File: src/rtl/basic_system_ram_test_master.sv
// rtl/basic_system_ram_test_master.sv - Avalon-MM built-in self-test master for a 32-bit word-addressed RAM
module basic_system_ram_test_master #(
    parameter int ADDR_WIDTH   = 10,
    parameter int READ_LATENCY = 1,
    parameter int ERR_WIDTH    = 16
) (
    input  logic                  clk,
    input  logic                  reset,
    input  logic                  start,
    input  logic [ADDR_WIDTH-1:0] base_address,
    input  logic [ADDR_WIDTH:0]   length,
    input  logic [31:0]           seed,
    output logic [ADDR_WIDTH-1:0] avm_address,
    output logic [3:0]            avm_byteenable,
    output logic                  avm_chipselect,
    output logic                  avm_write,
    output logic [31:0]           avm_writedata,
    input  logic [31:0]           avm_readdata,
    input  logic                  avm_waitrequest,
    output logic                  busy,
    output logic                  done,
    output logic                  pass,
    output logic [ERR_WIDTH-1:0]  error_count,
    output logic [ADDR_WIDTH-1:0] first_error_address
);

    localparam logic [31:0]         LFSR_MASK = 32'h80200003;
    localparam logic [ADDR_WIDTH:0] IDX_ONE   = 1;
    localparam logic [ERR_WIDTH-1:0] ERR_ONE  = 1;
    localparam logic [ERR_WIDTH-1:0] ERR_MAX  = '1;
    localparam logic [2:0]          LAT_LAST  = 3'(READ_LATENCY);

    typedef enum logic [2:0] {
        S_IDLE,
        S_WRITE,
        S_READ_REQ,
        S_READ_WAIT,
        S_DONE
    } state_t;

    state_t                state_q, state_d;
    logic [ADDR_WIDTH-1:0] base_q, base_d;
    logic [ADDR_WIDTH:0]   len_q, len_d;
    logic [ADDR_WIDTH:0]   idx_q, idx_d;
    logic [31:0]           seed_q, seed_d;
    logic [31:0]           lfsr_q, lfsr_d;
    logic [2:0]            lat_q, lat_d;
    logic [ERR_WIDTH-1:0]  err_q, err_d;
    logic [ADDR_WIDTH-1:0] ferr_q, ferr_d;
    logic                  pass_q, pass_d;

    logic [ADDR_WIDTH-1:0] word_addr;
    logic                  last_word;
    logic                  accept;
    logic [31:0]           lfsr_next;
    logic [31:0]           seed_eff;

    assign word_addr = base_q + idx_q[ADDR_WIDTH-1:0];
    assign last_word = (idx_q == (len_q - IDX_ONE));
    assign accept    = avm_chipselect & ~avm_waitrequest;
    assign lfsr_next = (lfsr_q >> 1) ^ (lfsr_q[0] ? LFSR_MASK : 32'h0);
    assign seed_eff  = (seed == 32'h0) ? 32'h1 : seed;

    // Bus outputs come straight from held registers, so they stay stable under waitrequest.
    always_comb begin
        avm_chipselect      = (state_q == S_WRITE) || (state_q == S_READ_REQ);
        avm_write           = (state_q == S_WRITE);
        avm_byteenable      = avm_chipselect ? 4'b1111 : 4'b0000;
        avm_address         = avm_chipselect ? word_addr : '0;
        avm_writedata       = avm_write ? lfsr_q : 32'h0;
        busy                = (state_q == S_WRITE) || (state_q == S_READ_REQ) ||
                              (state_q == S_READ_WAIT);
        done                = (state_q == S_DONE);
        pass                = pass_q;
        error_count         = err_q;
        first_error_address = ferr_q;
    end

    // Next-state logic: test sequencing, pattern generation and read-back comparison.
    always_comb begin
        state_d = state_q;
        base_d  = base_q;
        len_d   = len_q;
        idx_d   = idx_q;
        seed_d  = seed_q;
        lfsr_d  = lfsr_q;
        lat_d   = lat_q;
        err_d   = err_q;
        ferr_d  = ferr_q;
        pass_d  = pass_q;
        case (state_q)
            S_IDLE: begin
                if (start) begin
                    base_d  = base_address;
                    len_d   = length;
                    seed_d  = seed_eff;
                    lfsr_d  = seed_eff;
                    idx_d   = '0;
                    lat_d   = '0;
                    err_d   = '0;
                    ferr_d  = '0;
                    pass_d  = 1'b0;
                    state_d = (length == '0) ? S_DONE : S_WRITE;
                end
            end
            S_WRITE: begin
                if (accept) begin
                    if (last_word) begin
                        idx_d   = '0;
                        lfsr_d  = seed_q;
                        state_d = S_READ_REQ;
                    end else begin
                        idx_d  = idx_q + IDX_ONE;
                        lfsr_d = lfsr_next;
                    end
                end
            end
            S_READ_REQ: begin
                if (accept) begin
                    lat_d   = 3'd1;
                    state_d = S_READ_WAIT;
                end
            end
            S_READ_WAIT: begin
                if (lat_q == LAT_LAST) begin
                    if (avm_readdata != lfsr_q) begin
                        if (err_q == '0) begin
                            ferr_d = word_addr;
                        end
                        if (err_q != ERR_MAX) begin
                            err_d = err_q + ERR_ONE;
                        end
                    end
                    lfsr_d  = lfsr_next;
                    idx_d   = idx_q + IDX_ONE;
                    state_d = last_word ? S_DONE : S_READ_REQ;
                end else begin
                    lat_d = lat_q + 3'd1;
                end
            end
            S_DONE: begin
                state_d = S_IDLE;
            end
            default: begin
                state_d = S_IDLE;
            end
        endcase
        // The verdict lands on the same edge that enters DONE so it is valid with the done pulse.
        if ((state_d == S_DONE) && (state_q != S_DONE)) begin
            pass_d = (err_d == '0);
        end
    end

    // State register with synchronous reset; reset also aborts any test in progress.
    always_ff @(posedge clk) begin
        if (reset) begin
            state_q <= S_IDLE;
            base_q  <= '0;
            len_q   <= '0;
            idx_q   <= '0;
            seed_q  <= '0;
            lfsr_q  <= '0;
            lat_q   <= '0;
            err_q   <= '0;
            ferr_q  <= '0;
            pass_q  <= 1'b0;
        end else begin
            state_q <= state_d;
            base_q  <= base_d;
            len_q   <= len_d;
            idx_q   <= idx_d;
            seed_q  <= seed_d;
            lfsr_q  <= lfsr_d;
            lat_q   <= lat_d;
            err_q   <= err_d;
            ferr_q  <= ferr_d;
            pass_q  <= pass_d;
        end
    end

endmodule

File: config.mk
export PLATFORM = sky130hd
export DESIGN_NAME = basic_system_ram_test_master
export DESIGN_NICKNAME = d
export VERILOG_FILES = /design/src/rtl/basic_system_ram_test_master.sv
export SDC_FILE = /design/constraint.sdc
export NUM_CORES = 1
export LEC_CHECK = 0
export CAP_MARGIN = 15
export CORE_UTILIZATION = 40
export CTS_CLUSTER_DIAMETER = 200
export DETAILED_ROUTE_END_ITERATION = 16
export MAX_ROUTING_LAYER = met4
export PLACE_DENSITY = 0.66
export SYNTH_ARGS = -nofsm -noshare
export SYNTH_HDL_FRONTEND = slang
export SYNTH_SLANG_ARGS = --single-unit
File: constraint.sdc
create_clock -name clk -period 4.2 [get_ports clk]
set_clock_uncertainty 0.2 [all_clocks]
set_input_delay 0.84 -clock clk [delete_from_list [all_inputs] [get_ports clk]]
set_output_delay 0.84 -clock clk [all_outputs]
set_load 0.02 [all_outputs]
==> run metrics, run 1 <==
largest voltage drop on the vdd net 307 uV; startpoint class of the critical path register; clock network power share 43.5%; Post-Route WL 23800 um; timing startpoint of the critical path idx_q[0]; # rows 49; via count of the first global-routing pass 7159; die span in y 140 um; register-to-register setup slack 620 ps; drt via density roughly 5.8; dominant register cell in the synthesized netlist dfxtp_1; number of antenna-violating nets in the routed design 0; flip-flop and latch count after synthesis about 130; Placer Congestion 0.904; count of unresolved DRC violations after routing 0; Detailed Place HPWL 16500 um; deepest level of the CTS H-tree 4; initial antenna violation count 0; commonest non-fill, non-tap cells in the layout clkdlybuf4s50_1 (162), nand2_1 (160), dfxtp_1 (128); post-route minimum period 3990 ps; slowest stage cell, crit path clkdlybuf4s50_1; number of synthesized flops with an enable pin 0; number of nets in the finished design 1205; Logic pwr share 18.2%; non-filler cells, final 1342; f_max 0.251 GHz; TritonCTS sink count about 130; global-route usage over all layers ~25%; Post-Synthesis Cell Area 0.00757 mm2; aggregate global routing overflow 0; leakage 3.68 nW; sum of negative setup slack 0 ps; most common library cell in the layout ignoring fill and taps clkdlybuf4s50_1; overall die area 0.0195 mm2; first-pass iteration count of the detailed router 5; pin count of the biggest net entering global routing 88; final critical-path share of the clock period 94.9%; Final Total Pwr 0.00361 W; total power divided by cell area 363 mW/mm2; drt first-iter violations 696; worst flop-to-flop path startpoint len_q[0]; maximum clock insertion buffer count 2; cells along the critical path ha_1 > fa_1 > a21o_1 > a21oi_2 > o21bai_1 > a21oi_1 > xor2_1 > nor2_1 > clkdlybuf4s50_1; capturing element type of the critical path output port; P_int 0.00260 W; Worst slew margin 32.9%; syn nets 1083; Hold Fails Final Rpt 0; switching power of the nets 0.00100 W; area of the core 0.0183 mm2; number of different library cells in the post-synthesis netlist 67; endpoint of the lowest-slack register-to-register path lfsr_q[26]; register area share after synthesis 34.1%; total number of yosys warnings 0; Post-Synthesis Cells 978; Min-Delay Path Class reg -> reg; max-cap viol count 0; timing endpoint of the critical path avm_address[6]; total setup violations reported at the end of the flow 0; number of buffers inserted for hold repair after clock tree synthesis 0; number of max-slew violations in the final report 0; clock latency on the worst-skew pair about 420 ps; dpl cell area 0.00930 mm2; Hold Slack 254 ps; number of vias in the routed layout 7720; share of power burned in registers 38.3%; Net Sw Frac 27.8%; delay of the slowest critical-path stage approximately 620 ps; layout cells sized above 1 8.45%; setup repair after global routing missed its margin false; TritonCTS buffer count 17; Die X-Extent 140 um; number of placed instances, taps included 1310; Synth Area per Inst about 7.7 um2; required time of the worst setup path around 3200 ps; Inserted Diodes 0; Syn-to-layout area delta 31.4%; share of synthesized flip-flops with an asynchronous set or reset 0%; Wirelength per Cell 17.8 um; ports placed on the boundary 166; reg2reg path depth 12; starting utilization of the core area 41.4%; wire length of the first global-routing pass 38200 um; kind of critical path reg -> out; fin area 0.00994 mm2; IO buf count ~170; CTS tree built; clock transition time at the flip-flop clock pins of the worst setup and hold paths ~50 ps; Worst EP arrival 2950 ps; result of the run finished clean; largest fanout on the critical path 6; Root Buffer clkbuf_16; transition time of the tightest slew-check pin 1010 ps
area by class of cell:
class	instances	area, um2
Sequential cell	129	2580
Multi-Input combinational cell	757	4630
Clock inverter	10	159
Fill cell	1725	8330
Timing Repair Buffer	180	1780
Clock buffer	22	454
Tap cell	229	287
Inverter	15	56.3
per-stage QoR:
step                setup slack, ps  util, %
finish                          212     54.4
global route                   7.02     54.4
CTS                           -29.4     54.3
detailed placement              252     50.9
global placement                275     50.9
floorplan                       973        -
worst min-delay path by stage:
stage | from | endpoint | depth (start not counted)
6_report | seed_q[7] | seed_q[7] | 2
5_1_grt | seed_q[6] | seed_q[6] | 2
4_1_cts | seed_q[6] | seed_q[6] | 2
3_5_place_dp | seed_q[6] | seed_q[6] | 2
3_3_place_gp | seed_q[19] | seed_q[19] | 2
2_1_floorplan | seed_q[21] | seed_q[21] | 2
flip-flops by register name, indices dropped and copies added (netlist names):
register	flops
seed_q	32
lat_q	3
base_q	10
lfsr_q	32
state_q	3
error_count	16
idx_q	11
pass	1
len_q	11
first_error_address	10
synthesized netlist by cell type, drive strengths merged (6+ instances only):
library cell / instances / area [um2]
nand4: 24 / 156
dfxtp: 129 / 2580
a31oi: 7 / 43.8
o21a: 6 / 45.0
a21oi: 83 / 419
nor2b: 6 / 37.5
and3: 44 / 275
inv: 15 / 56.3
nor4: 35 / 249
a211oi: 20 / 200
clkbuf: 56 / 210
a221oi: 31 / 334
nor3: 41 / 221
ha: 15 / 188
buf: 21 / 129
or3: 6 / 37.5
o21ai: 22 / 121
xor2: 20 / 175
a311oi: 6 / 52.6
xnor2: 41 / 359
nor2: 103 / 394
mux2i: 7 / 70.1
nand2: 161 / 604
nand3: 14 / 70.1
and2: 10 / 62.6
power by group through the flow:
stage,combinational [W],clock (W),sequential (W)
CTS,0.000655,0.00159,0.00138
detailed placement,0.000652,0,0.00141
floorplan,0.000418,0,0.00137
finish,0.000655,0.00157,0.00138
global placement,0.000647,0,0.00141
global route,0.000712,0.00164,0.00139
cells by family (layout without fill, tap and decap cells):
family,after synthesis,after routing,synth area share (%)
compound gates,209,209,19.8
xor+xnor,61,61,7.06
fa+ha+maj,16,16,2.75
buf+inv,92,227,5.23
flops,129,129,34.1
mux,9,9,1.27
simple gates,462,462,29.8
metal layers:
layer,track usage (%),wire length [um]
met4,8.27,453
met2,38.8,10800
met5,-,0
met1,33.9,11000
met3,4.61,1610
worst max-delay path: cells and delay by family, from the launching register on:
kind / cells / cell delay (ps)
fa+ha+maj: 2 / 630
compound gates: 4 / 670
xor+xnor: 1 / 120
flops: 1 / 370
simple gates: 1 / 130
buf+inv: 1 / 620
repair_timing:
action,4_1_cts,5_1_grt
pin swaps,0,1
setup endpoints to repair,2,3
resized for setup,3,4
setup buffers,0,0
Note: power is estimated with default switching activity, not from simulation.
==> run 2: changes to the inputs <==
--- a/config.mk
+++ b/config.mk
@@ -9,6 +9,7 @@
 export CORE_UTILIZATION = 40
 export CTS_CLUSTER_DIAMETER = 200
 export DETAILED_ROUTE_END_ITERATION = 16
+export GPL_ROUTABILITY_DRIVEN = 0
 export MAX_ROUTING_LAYER = met4
 export PLACE_DENSITY = 0.66
 export SYNTH_ARGS = -nofsm -noshare
==> results of run 2 <==
No change in the layout: final DEF, timing and power equal those of run 1.
==> run 3: changes to the inputs <==
==> constraint.sdc (replaced) <==
create_clock -name clk -period 4.5 [get_ports clk]
set_clock_uncertainty 0.2 [all_clocks]
set_input_delay 0.9 -clock clk [delete_from_list [all_inputs] [get_ports clk]]
set_output_delay 0.9 -clock clk [all_outputs]
set_load 0.02 [all_outputs]
==> run 3 against run 2 <==
Hold slack gained 2.9 ps. Count of clock-buffer cells in the layout grew 3. Sequential power shrank 7%. Critical path depth is the same. Critical path type unchanged. Critical endpoint is now avm_address[9].
==> run metrics, run 3 (synthesis gave the netlist of run 1 again) <==
result of the run finished clean; commonest non-fill, non-tap cells in the layout clkdlybuf4s50_1 (163), nand2_1 (160), dfxtp_1 (128); drt first-iter violations 636 (-8.6%); deepest level of the CTS H-tree 4 (unchanged); Post-Route WL 23900 um (+0.29%); setup repair after global routing missed its margin false; IO buf count 165 (unchanged); number of max-slew violations in the final report 0 (unchanged); kind of critical path reg -> out; # rows 49 (unchanged); Worst EP arrival 3210 ps (+260 ps); first-pass iteration count of the detailed router 5 (unchanged); Worst slew margin 37.8% (+4.9 points); starting utilization of the core area 41.4% (unchanged); source of the worst hold timing path seed_q[18]; switching power of the nets 0.000906 W (-9.6%); number of setup buffers added after CTS 0 (unchanged); TritonCTS sink count 129 (unchanged); total setup violations reported at the end of the flow 0 (unchanged); largest fanout on the critical path 8 (+2); startpoint class of the critical path register; Hold Fails Final Rpt 0 (unchanged); layout cells sized above 1 8.01% (-0.43 points); f_max 0.232 GHz; maximum clock insertion buffer count 2 (unchanged); initial antenna violation count 0 (unchanged); clock transition time at the flip-flop clock pins of the worst setup and hold paths 60 ps (about the same); Net Sw Frac 28.5% (+0.70 points); transition time of the tightest slew-check pin 932 ps (-74.0 ps); Syn-to-layout area delta 29.9%; number of buffers inserted for hold repair after clock tree synthesis 0 (unchanged); required time of the worst setup path 3400 ps (+240 ps); register-to-register setup slack 800 ps (+180 ps); Detailed Place HPWL 16500 um (+0.34%); post-route minimum period between 4000 and 5000 ps; capturing element type of the critical path output port; P_int 0.00227 W (-13%); Hold Slack 257 ps (+2.87 ps); max-cap viol count 0 (unchanged); timing startpoint of the critical path idx_q[2]; Inserted Diodes 0 (unchanged); endpoint of the lowest-slack register-to-register path lfsr_q[18]; largest voltage drop on the vdd net 308 uV (+0.42%); Logic pwr share 19.2% (+1.0 points); pin count of the biggest net entering global routing 57 (-35%); overall die area 0.0195 mm2 (unchanged); CTS tree built; number of stages on the worst hold path 2 (unchanged); clock latency on the worst-skew pair 420 ps (about the same); number of antenna-violating nets in the routed design 0 (unchanged); most common library cell in the layout ignoring fill and taps clkdlybuf4s50_1; Die X-Extent 140 um (unchanged); Min-Delay Path Class reg -> reg; TritonCTS buffer count 17 (unchanged); wire length of the first global-routing pass 38000 um (-0.74%); via count of the first global-routing pass 7097 (-0.87%); number of vias in the routed layout 7732 (+0.16%); die span in y 140 um (unchanged); worst flop-to-flop path startpoint len_q[0]; aggregate global routing overflow 0 (unchanged); clock network power share 40.1% (-3.4 points); total power divided by cell area 323 mW/mm2 (-11%); share of power burned in registers 40.7% (+2.4 points); number of nets in the finished design 1204 (-0.083%); WHS Endpoint seed_q[18]; final critical-path share of the clock period between 90% and 100%; drt via density 5.77 (+0.30%); global-route usage over all layers 25.2% (-0.18 points); count of unresolved DRC violations after routing 0 (unchanged); Wirelength per Cell 17.8 um (+0.44%); reg2reg path depth 11 (-1); leakage 3.63 nW (-1.4%); ports placed on the boundary 166 (unchanged); Root Buffer clkbuf_16; number of placed instances, taps included 1309 (-0.076%); fill count 1735 (+0.58%); non-filler cells, final 1340 (-0.15%); sum of negative setup slack 0 ps (unchanged); area of the core 0.0183 mm2 (unchanged)
[run 3: routing by layer]
metal | track usage [%] | vias to the layer above | part of all wire (%) | routed length [um]
li1 | - | 3735 | - | -
met1 | 32.7 | 3642 | 46 | 11100
met2 | 39.2 | 328 | 45 | 10800
met3 | 6.06 | 27 | 7.4 | 1760
met4 | 6.59 | 0 | 1.3 | 308
met5 | - | - | 0 | 0
[run 3: worst max-delay path by stage]
stage                      to  slack [ps]  cells past startpoint
6_report       avm_address[9]         190                      9
5_1_grt        avm_address[9]         0.3                      9
4_1_cts        avm_address[9]         110                     10
3_5_place_dp   avm_address[9]         410                     10
3_3_place_gp   avm_address[9]         520                     10
2_1_floorplan  avm_address[9]        1210                      9
[run 3: stage by stage]
stage                     total power, W  util [%]  cell area, um2  worst slack (ps)
after CTS                        0.00318      53.8            9820               105
after global routing             0.00330      53.8            9830             0.328
after detailed placement         0.00192      50.8            9280               405
final                            0.00318      53.8            9830               192
after floorplan                  0.00167         -            7570              1210
after global placement           0.00191      50.8            9280               516
[run 3: layout make-up]
class	count	area, um2	area share [%]
Multi-Input combinational cell	757	4610	46.9
Clock inverter	6	57.6	0.586
Inverter	15	56.3	0.573
Clock buffer	25	475	4.84
Sequential cell	129	2580	26.3
Tap cell	229	287	2.92
Timing Repair Buffer	179	1760	17.9
[run 3: timing repair]
action | 4_1_cts | 5_1_grt
pin swaps | 0 | 1
endpoints found under the setup margin | 1 | 2
resized for setup | 1 | 2
[run 3: power by group through the flow]
stage / Combinational [W] / Sequential, W / Clock, W
after floorplan: 0.000390 / 0.00128 / 0
after global placement: 0.000601 / 0.00131 / 0
after detailed placement: 0.000604 / 0.00131 / 0
after CTS: 0.000608 / 0.00129 / 0.00128
after global routing: 0.000660 / 0.00130 / 0.00134
final: 0.000610 / 0.00129 / 0.00127
[run 3: critical path, stage by stage (launching register included)]
cell             delay, ps
dfxtp_1                490
ha_1                   330
a21oi_1                210
nor2b_1                 70
o21a_1                 200
o41ai_2                320
o21ai_0                180
xnor2_1                220
and2_1                 170
clkdlybuf4s50_1        610
